[src/rtl/ppu_scanout_ctrl.sv]
// Framebuffer scanout sequencer. It walks the screen in raster order over the banked read port
// and forwards the returned pixels through a small FIFO as a flagged valid/ready stream.
module ppu_scanout_ctrl #(
    parameter int COLOR_WIDTH   = 16,
    parameter int SCREEN_X_SIZE = 800,
    parameter int SCREEN_Y_SIZE = 600,
    parameter int CORES_COUNT   = 10,
    parameter int BUFFER_ADDR_W = 32,
    parameter int FIFO_DEPTH    = 4,
    localparam int SEL_W        = $clog2(CORES_COUNT)
) (
    input  logic                     clk,
    input  logic                     reset_n,
    input  logic                     frame_start,
    input  logic                     abort,
    output logic [BUFFER_ADDR_W-1:0] raddress,
    output logic [SEL_W-1:0]         rselect,
    output logic                     rd_issue,
    input  logic [COLOR_WIDTH-1:0]   rdata,
    output logic [COLOR_WIDTH-1:0]   pix_data,
    output logic                     pix_valid,
    input  logic                     pix_ready,
    output logic                     pix_sof,
    output logic                     pix_eol,
    output logic                     pix_eof,
    output logic                     busy,
    output logic                     frame_done
);
    localparam int X_W     = $clog2(SCREEN_X_SIZE);
    localparam int Y_W     = $clog2(SCREEN_Y_SIZE);
    localparam int PTR_W   = $clog2(FIFO_DEPTH);
    localparam int CNT_W   = $clog2(FIFO_DEPTH + 1);
    localparam int ENTRY_W = COLOR_WIDTH + 3;

    typedef enum logic [1:0] {IDLE, RUN, DRAIN} state_t;

    state_t                   state_q, state_d;
    logic [X_W-1:0]           x_q, x_d;
    logic [Y_W-1:0]           y_q, y_d;
    logic [SEL_W-1:0]         sel_q, sel_d;
    logic [BUFFER_ADDR_W-1:0] addr_q, addr_d;
    logic                     inflight_q;
    logic                     sof_q, eol_q, eof_q;
    logic [ENTRY_W-1:0]       mem_q [FIFO_DEPTH];
    logic [PTR_W-1:0]         wr_ptr_q, rd_ptr_q;
    logic [CNT_W-1:0]         count_q;

    logic             cur_sof, cur_eol, cur_eof, issue, push, pop;
    logic [CNT_W:0]   occupancy;
    logic [ENTRY_W-1:0] head;

    function automatic logic [PTR_W-1:0] next_ptr(input logic [PTR_W-1:0] ptr);
        return (ptr == PTR_W'(FIFO_DEPTH - 1)) ? '0 : ptr + PTR_W'(1);
    endfunction

    assign cur_sof   = (x_q == '0) && (y_q == '0);
    assign cur_eol   = (x_q == X_W'(SCREEN_X_SIZE - 1));
    assign cur_eof   = cur_eol && (y_q == Y_W'(SCREEN_Y_SIZE - 1));
    // The pop in the current cycle is deliberately not credited, keeping the issue path short.
    assign occupancy = {1'b0, count_q} + (CNT_W + 1)'(inflight_q);
    assign issue     = (state_q == RUN) && !abort && (occupancy < (CNT_W + 1)'(FIFO_DEPTH));
    assign push      = inflight_q && !abort;
    assign pop       = pix_valid && pix_ready && !abort;

    assign rd_issue  = issue;
    assign raddress  = addr_q;
    assign rselect   = sel_q;
    assign busy      = (state_q != IDLE);
    assign head      = mem_q[rd_ptr_q];
    assign pix_valid = (count_q != '0);
    assign pix_data  = head[ENTRY_W-1:3];
    assign pix_sof   = head[2];
    assign pix_eol   = head[1];
    assign pix_eof   = head[0];

    always_comb begin
        state_d    = state_q;
        x_d        = x_q;
        y_d        = y_q;
        sel_d      = sel_q;
        addr_d     = addr_q;
        frame_done = 1'b0;
        if (abort) begin
            state_d = IDLE;
        end else begin
            case (state_q)
                IDLE: begin
                    if (frame_start) begin
                        state_d = RUN;
                        x_d     = '0;
                        y_d     = '0;
                        sel_d   = '0;
                        addr_d  = '0;
                    end
                end
                RUN: begin
                    // Counters stop on the last pixel so the read port keeps showing it afterwards.
                    if (issue) begin
                        if (cur_eof) begin
                            state_d = DRAIN;
                        end else begin
                            if (sel_q == SEL_W'(CORES_COUNT - 1)) begin
                                sel_d  = '0;
                                addr_d = addr_q + BUFFER_ADDR_W'(1);
                            end else begin
                                sel_d = sel_q + SEL_W'(1);
                            end
                            if (cur_eol) begin
                                x_d = '0;
                                y_d = y_q + Y_W'(1);
                            end else begin
                                x_d = x_q + X_W'(1);
                            end
                        end
                    end
                end
                DRAIN: begin
                    if ((count_q == '0) && !inflight_q) begin
                        state_d    = IDLE;
                        frame_done = 1'b1;
                    end
                end
                default: state_d = IDLE;
            endcase
        end
    end

    always_ff @(posedge clk or negedge reset_n) begin
        if (!reset_n) begin
            state_q    <= IDLE;
            x_q        <= '0;
            y_q        <= '0;
            sel_q      <= '0;
            addr_q     <= '0;
            inflight_q <= 1'b0;
            sof_q      <= 1'b0;
            eol_q      <= 1'b0;
            eof_q      <= 1'b0;
        end else begin
            state_q    <= state_d;
            x_q        <= x_d;
            y_q        <= y_d;
            sel_q      <= sel_d;
            addr_q     <= addr_d;
            inflight_q <= issue;
            if (issue) begin
                sof_q <= cur_sof;
                eol_q <= cur_eol;
                eof_q <= cur_eof;
            end
        end
    end

    // Flags travel one cycle behind the read so they meet rdata at the FIFO write.
    always_ff @(posedge clk or negedge reset_n) begin
        if (!reset_n) begin
            for (int i = 0; i < FIFO_DEPTH; i++) mem_q[i] <= '0;
            wr_ptr_q <= '0;
            rd_ptr_q <= '0;
            count_q  <= '0;
        end else if (abort) begin
            wr_ptr_q <= '0;
            rd_ptr_q <= '0;
            count_q  <= '0;
        end else begin
            if (push) begin
                mem_q[wr_ptr_q] <= {rdata, sof_q, eol_q, eof_q};
                wr_ptr_q        <= next_ptr(wr_ptr_q);
            end
            if (pop) rd_ptr_q <= next_ptr(rd_ptr_q);
            case ({push, pop})
                2'b10:   count_q <= count_q + CNT_W'(1);
                2'b01:   count_q <= count_q - CNT_W'(1);
                default: count_q <= count_q;
            endcase
        end
    end
endmodule

[config.mk]
export PLATFORM = sky130hd
export DESIGN_NAME = ppu_scanout_ctrl
export DESIGN_NICKNAME = d
export VERILOG_FILES = /design/src/rtl/ppu_scanout_ctrl.sv
export SDC_FILE = /design/constraint.sdc
export NUM_CORES = 1
export LEC_CHECK = 0
export CORE_ASPECT_RATIO = 0.7
export CORE_UTILIZATION = 57
export DETAILED_ROUTE_END_ITERATION = 16
export PLACE_DENSITY = 0.81
export SKIP_LAST_GASP = 1
export SYNTH_ARGS = -nofsm -noshare
export SYNTH_HDL_FRONTEND = slang
export SYNTH_SLANG_ARGS = --single-unit
[constraint.sdc]
create_clock -name clk -period 3 [get_ports clk]
set_clock_uncertainty 0.05 [all_clocks]
set_input_delay 0.6 -clock clk [delete_from_list [all_inputs] [get_ports clk]]
set_output_delay 0.6 -clock clk [all_outputs]
set_load 0.1 [all_outputs]
# == Word-level counts from Yosys, hierarchy flattened ==
# Cells that the tools add are included.
# op_classes
add_sub_neg,9
order_cmp,4
n_eq_ne,18
muxes,42
bitwise,3
n_reduce_logical,26
# op_table
op,count
32-bit two-way mux,4
76-bit bitwise mux,1
10-bit two-way mux,7
32-bit one-hot mux with 2 select lines,1
19-bit two-way mux,3
10-bit one-hot mux with 2 select lines,2
19-bit binary-select mux with 2-bit select,1
19-bit demux with 2-bit select,1
32-bit by 1-bit adder with 32-bit output (second input constant),1
2-bit two-way mux,11
10-bit by 1-bit adder with 10-bit output (second input constant),2
10-bit == test (second input constant),2
10-bit logical NOT,2
4-bit two-way mux,4
3-bit inequality test (second input constant),4
6-bit AND reduction,2
1-bit logical AND,9
2-bit == test (second input constant),4
2-bit inequality test (second input constant),4
4-bit one-hot mux with 2 select lines,1
2-bit nonzero test,4
3-bit greater-or-equal comparator (second input constant),2
2-bit inverter with 3-bit output,2
2-bit one-hot mux with 3 select lines,1
other kinds (21),27
# word_totals
regBits,145
in_bits,21
output_inout_bits,59
elab_cells,118

# == Longest topological paths before layout ==
# Gate-level depths: netlist of the first run.
# depth
ltp_word,6
depth_mapped,11
ltp_nobuf,7

# == Worst setup path after synthesis of the first run ==
# Ideal clock, no wire load.
# synth_path
path_kind,flip-flop to output port
from,register count_q[1]
to,output port frame_done
arrival_time_ns,4.393
required_time_ns,2.350
slack_ns,-2.043
stages_incl_launch_ff,4
n_path_buf,1
cell_sequence,dfrtp_1 > or3_1 > clkbuf_1 > nor4_1
# synth_between
elab_chain_cells,5
# synth_rtl
item,line,rtl
from (decl),46,logic [CNT_W-1:0] count_q;
from (signal assigned),172,2'b10: count_q <= count_q + CNT_W'(1);
from (signal assigned),173,2'b01: count_q <= count_q - CNT_W'(1);
from (signal assigned),174,default: count_q <= count_q;
3-bit logical NOT,118,if ((count_q == '0) && !inflight_q) begin
1-bit logical AND,118,
1-bit two-way mux,118,
1-bit two-way mux,86,case (state_q)
1-bit two-way mux,83,if (abort) begin
to (decl),27,output logic frame_done
# No other way between the ends.

# == Worst setup path in the final report of the first run ==
# layout_path
from,register x_q[0]
to,"register sel_q[3], in the netlist rselect[3]"
# layout_between
elab_chain_cells,4
# layout_rtl
item,line,rtl
from (decl),38,"logic [X_W-1:0] x_q, x_d;"
from (signal assigned),131,x_q <= '0;
from (signal assigned),141,x_q <= x_d;
10-bit == test,57,assign cur_eol = (x_q == X_W'(SCREEN_X_SIZE - 1));
1-bit logical AND,58,assign cur_eof = cur_eol && (y_q == Y_W'(SCREEN_Y_SIZE - 1));
2-bit inequality test (no line),--,
5-bit AND reduction (no line),--,
to (signal assigned),143,sel_q <= sel_d;
to (decl),40,"logic [SEL_W-1:0] sel_q, sel_d;"
# No other way between the ends.
# A chain may end at the register's enable or synchronous reset.

==> flow_summary.yaml, run 1 <==
synthesis:
  synth_edf_count: 0
  yosysSeqAreaShare_pct: 49.85
  ys_warn_count: 0
  synth_top_cell_area_share_pct: 49.85
  syn_inst: 632
  synthTopCellsByArea: "dfrtp_1 (50%), mux2_2 (12%), mux4_2 (5.9%)"
  synthArstFlopShare_pct: 100.0
  synth-compound-area-share_pct: 13.22
  synthMuxAreaShare_pct: 18.33
  syn_area_um2: 7278
  synth-seq-cells: 145
  synthAdderAreaFrac_pct: 2.166
  synth_top_family_by_area: "multiplexers"
  ys_types: 52
  synth_top_cell_by_area: "dfrtp_1"
  syn_area_per_cell_um2: 11.52
  yosys.area_share.simple_pct: 12.27
  ys.flop_type: "dfrtp_1"
  syn_nets: 665
  synth_xor_area_share_pct: 0.3610
setup_path:
  setup.worst_path.class: "register to register"
  worstSetupStartpointType: "register"
  crit_required_ns: 3.26
  endpoint_kind: "register"
  critPathMaxFanout: 18
  critPathArrivalTime_ns: 2.93
global_routing:
  grt_usage_pct: 27.81
  grt_pass1_vias: 5539
  grt_pass1_wl_um: 27990
  grt-ovfl-total: 0
  grt_antenna_before_repair: 0
  grt_max_degree: 69
power_and_ir_drop:
  p_per_area_nw_per_um2: 904.5
  leakage_nw: 4.026
  vdd_drop_max_mv: 1.053
floorplan:
  fp.dieH_um: 96.54
  ios: 80
  start_util_pct: 58.59
  rows: 34
  die_area_um2: 13230
  dieWidth_um: 137.1
  fp.coreArea_um2: 12420
flow_run:
  maxCapViolations: 0
timing:
  drv_slew: 0
  fin_setup_tns_ns: 0
  fmax_mhz: 375.1
  finalCritPeriodShare_pct: 88.86
  hold_viol_final: 0
  tightestPinTransition_ns: 0.9047
  relSlewSlack_pct: 39.13
  rsz0062_at_grt: "no"
  setup_viol: 0
  min_period_ns: 2.666
drt:
  first_pass_iters: 5
  avgRoutedWirePerCell_um: 19.48
  drc: 0
  drt_iter0_drc: 579
  viasPerCell: 6.296
  route.vias.total: 5578
  ant_nets: 0
  wirelength_um: 17260
clock_network:
  cts_tree: "done"
  cts_post_setup_buffers_inserted: 0
  htreeDepth: 4
  cts_buffer_depth: 2
  numCtsBuffers: 17
  clkTransAtPathRegs_ns: 0.07
  clock_sinks: 145
  cts.repair.resized: 0
  clock_insertion_delay_worst_skew_ns: 0.43
  root_buffer: "clkbuf_16"
  hold_buffers: 0
finish:
  antenna_cells: 0
  layout_common_cells: "dfrtp_1 (145), mux2_2 (76), buf_4 (60)"
  finalNetCount: 744
  final_common_cell: "dfrtp_1"
  fillers: 805
  final_area_um2: 8984
  multi_input_area_um2: 3395
  area_growth_pct: 23.43
  drive_above_1_share_pct: 31.35
  seq_area_um2: 3628
run_status:
  status: "completed"
worst_hold_path:
  worstHoldPathType: "input pin to asynchronous set/reset pin"
place:
  gp_congestion: 0.8133
  hpwlAfterDp_um: 11350
  place_area_um2: 8387
  portBuffers: 79
worst max-delay path, stage by stage, from the launching register on:
cell	delay, ns
dfrtp_1	0.43
ha_1	0.27
nand4_1	0.24
or3_1	0.56
o22ai_4	0.44
buf_4	0.31
mux2i_1	0.20
nand2_1	0.06
flip-flops by register name, indices dropped and copies added (netlist names):
signal	count
raddress	32
inflight_q	1
rselect	4
x_q	10
y_q	10
rd_ptr_q	2
state_q	2
eol_q	1
eof_q	1
count_q	3
wr_ptr_q	2
sof_q	1
mem_q	76
path summary, 6_finish.rpt:
check / from / end / slack, ns / cells past startpoint
max: x_q[0]$_DFFE_PN0P_ / rselect[3]$_DFFE_PN0P_ / 0.33 / 7
min in group clk: mem_q[14]$_DFFE_PN0P_ / mem_q[14]$_DFFE_PN0P_ / 0.45 / 1
max in group asynchronous: reset_n / y_q[2]$_DFFE_PN0P_ / 2.05 / 2
max reg2reg: x_q[0]$_DFFE_PN0P_ / rselect[3]$_DFFE_PN0P_ / 0.33 / 7
min reg2reg: mem_q[14]$_DFFE_PN0P_ / mem_q[14]$_DFFE_PN0P_ / 0.45 / 1
min: reset_n / raddress[30]$_DFFE_PN0P_ / 0.09 / 1
cell type report:
cell class	instances	share of cell area [%]
Clock buffer	17	4.735
Clock inverter	15	1.908
Inverter	15	0.7660
Multi-Input combinational cell	430	37.79
Sequential cell	145	40.39
Tap cell	162	2.256
Timing Repair Buffer	102	12.16
synth_stat cells, types with 8 or more instances:
master,count
clkbuf_1,23
and3_1,12
buf_2,10
ha_1,11
a21oi_1,23
inv_1,14
nand2_1,41
nor4_1,12
nor2_1,30
o31ai_1,29
mux4_2,19
nor3_1,8
dfrtp_1,145
a31oi_1,24
o21ai_0,40
mux2_2,76
a41oi_1,9
nand4_1,17
nand3_1,22
cell families (layout without fill, tap and decap cells):
kind of cell,Yosys count,after routing
simple gates,169,169
compound gates,146,146
flops,145,145
mux,100,100
buf+inv,57,149
fa+ha+maj,12,12
xor+xnor,3,3
where the power goes:
| part | switching [mW] | leakage (nW) | internal [mW] | total (mW) |
|---|---|---|---|---|
| sequential | 0.215 | 1.96 | 2.23 | 2.44 |
| clock | 0.896 | 0.287 | 1.25 | 2.15 |
| combinational | 2.26 | 1.78 | 1.28 | 3.54 |
| total | 3.37 | 4.03 | 4.76 | 8.13 |
metal layers:
layer | vias to the layer above | share of wire [%] | GRT usage, %
met5 | - | 0 | 0
met4 | 0 | 1.2 | 7.875
met3 | 25 | 5.4 | 6.155
met2 | 227 | 49 | 44.57
met1 | 2790 | 44 | 38.41
li1 | 2536 | - | -
per-stage QoR:
| step | cells | power, mW | hold slack, ns | worst slack [ns] | utilization [%] |
|---|---|---|---|---|---|
| finish | 886 | 8.126 | 0.08647 | 0.3343 | 72.32 |
| CTS | 886 | 8.175 | 0.1030 | 0.3620 | 72.32 |
| global placement | 854 | 5.920 | 0.4304 | 0.3403 | 67.52 |
| floorplan | 632 | 4.879 | 0.2544 | 0.1194 | - |
| detailed placement | 854 | 6.015 | 0.4384 | 0.2753 | 67.52 |
| global route | 886 | 8.438 | 0.1220 | 0.1704 | 72.32 |
Note: power is estimated with default switching activity, not from simulation.
==> run 2, diff against run 1 <==
--- a/config.mk
+++ b/config.mk
@@ -6,9 +6,9 @@
 export NUM_CORES = 1
 export LEC_CHECK = 0
 export CORE_ASPECT_RATIO = 0.7
-export CORE_UTILIZATION = 57
+export CORE_UTILIZATION = 51
 export DETAILED_ROUTE_END_ITERATION = 16
-export PLACE_DENSITY = 0.81
+export PLACE_DENSITY = 0.76
 export SKIP_LAST_GASP = 1
 export SYNTH_ARGS = -nofsm -noshare
 export SYNTH_HDL_FRONTEND = slang
==> constraint.sdc (replaced) <==
create_clock -name clk -period 2.4 [get_ports clk]
set_clock_uncertainty 0.05 [all_clocks]
set_input_delay 0.48 -clock clk [delete_from_list [all_inputs] [get_ports clk]]
set_output_delay 0.48 -clock clk [all_outputs]
set_load 0.1 [all_outputs]
==> flow_summary.yaml, run 2 (synthesized netlist as in run 1, its figures left out) <==
finish:
  final_common_cell: "dfrtp_1"
  layout_common_cells: "dfrtp_1 (121), buf_4 (80), mux2_2 (76)"
  largest_reg_flops: 76
  finalNetCount: 771
  antenna_cells: 0
  area_growth_pct: 28.71
  finalNonFillerCells: 940
  drive_above_1_share_pct: 36.93
  top_register: "mem_q"
clock_network:
  cts_tree: "done"
  htreeDepth: 4
  clkTransAtPathRegs_ns: 0.06
  root_buffer: "clkbuf_16"
  cts_buffer_depth: 2
  clock_insertion_delay_worst_skew_ns: 0.42
  numCtsBuffers: 17
  clock_sinks: 145
power_and_ir_drop:
  power.share.clock_pct: 26.7
  p_sw_share_pct: 39.78
  p_int_mw: 6.287
  p_total_mw: 10.44
  p_per_area_nw_per_um2: 1114
  leakage_nw: 4.157
  p_switching_mw: 4.153
  seq_power_share_pct: 29.2
  combPwrFrac_pct: 44.1
  vdd_drop_max_mv: 1.074
worst_hold_path:
  worstHoldPathType: "register to register"
flow_run:
  maxCapViolations: 0
timing:
  min_period_ns: 2.357
  finalCritPeriodShare_pct: 98.19
  hold_viol_final: 0
  relSlewSlack_pct: 69.34
  rsz0062_at_grt: "yes"
  tightestPinTransition_ns: 0.4564
  drv_slew: 0
  setup_viol: 0
  fmax_mhz: 424.4
setup_path:
  setup.worst_path.class: "register to primary output"
  endpoint_kind: "primary output"
  critPathArrivalTime_ns: 1.83
  worstSetupStartpointType: "register"
  crit_required_ns: 1.87
  rrSetupSlack_ns: 0.13
  critPathMaxFanout: 5
floorplan:
  start_util_pct: 52.29
  fp.coreArea_um2: 13920
  ios: 80
  fp.dieH_um: 102.0
  rows: 36
  die_area_um2: 14760
  dieWidth_um: 144.8
place:
  dp_cells: 903
  portBuffers: 79
  hpwlAfterDp_um: 11740
  gp_congestion: 0.8495
drt:
  drt_iter0_drc: 343
  viasPerCell: 6.097
  drc: 0
  ant_nets: 0
  wirelength_um: 17910
  route.vias.total: 5731
  first_pass_iters: 5
  avgRoutedWirePerCell_um: 19.05
global_routing:
  grt_pass1_wl_um: 28640
  grt-ovfl-total: 0
  grt_pass1_vias: 5652
  grt_antenna_before_repair: 0
  grt_usage_pct: 25.64
  grt_max_degree: 51
run_status:
  status: "completed"
[run 2: changes by cell type in the layout (fill, tap and decap cells not counted), moves of 6 or more]
cell	previous run	this run
buf_12	22	28
dfrtp_1	145	121
buf_4	60	80
inv_6	8	1
dfrtp_2	0	24
[run 2: worst paths after layout]
check,start,end,cells past startpoint
worst max-delay path,count_q[0]$_DFFE_PN0P_,frame_done,4
worst min-delay path,mem_q[35]$_DFFE_PN0P_,mem_q[35]$_DFFE_PN0P_,1
worst max register to register,count_q[0]$_DFFE_PN0P_,count_q[2]$_DFFE_PN0P_,8
worst min register to register,mem_q[35]$_DFFE_PN0P_,mem_q[35]$_DFFE_PN0P_,1
max in group asynchronous,reset_n,raddress[5]$_DFFE_PN0P_,3
min in group asynchronous,reset_n,raddress[10]$_DFFE_PN0P_,2
[run 2: timing repair]
item | in CTS | in global routing
setup endpoints to repair | 2 | 2
endpoints found under the hold margin | 44 | 0
buffers inserted | 1 | 5
pin swaps | 2 | 2
resized for setup | 2 | 1
hold buffers | 1 | 0
[run 2: routing by layer]
metal  part of all wire, %  GRT usage, %  up-vias
li1                      -             -     2602
met1                    45         35.87     2904
met2                    48         39.98      202
met3                   5.4         5.436       23
met4                   1.4         8.907        0
met5                     0             0        -
[run 2: area by class of cell]
| cell class | count | area, um2 |
|---|---|---|
| inverters | 15 | 68.82 |
| clock inverters | 12 | 182.7 |
| flip-flops and latches | 145 | 3659 |
| well taps | 190 | 237.7 |
| clock buffers | 19 | 442.9 |
| fillers | 995 | 4551 |
| multi-input cells | 430 | 3405 |
| repair buffers | 129 | 1373 |
[run 2: metrics by stage]
step | instance area, um2 | TNS, ns | hold WS (ns) | utilization [%] | setup WS (ns)
after CTS | 9336 | -0.002413 | 0.4515 | 67.08 | -0.002413
after global routing | 9368 | -0.02192 | 0.4620 | 67.30 | -0.01701
after global placement | 8687 | -1.274 | 0.3860 | 62.41 | -0.09404
final | 9368 | 0 | 0.4513 | 67.30 | 0.04350
after detailed placement | 8687 | -3.115 | 0.3937 | 62.41 | -0.1639
after floorplan | 7347 | -0.2576 | 0.1344 | - | -0.2576
[run 2: power groups by stage]
stage                     sequential, mW  clock, mW  combinational [mW]
after detailed placement            3.08          0                4.55
after global placement              3.04          0                4.48
after CTS                           3.05       2.83                4.58
after floorplan                     3.24          0                2.94
after global routing                3.09       2.93                4.80
final                               3.04       2.79                4.61
[run 2: critical path: stages, from the launching register on]
cell and delay (ns):
dfrtp_2 0.42, buf_4 0.14, or3_4 0.40, nor4_4 0.22, buf_12 0.22
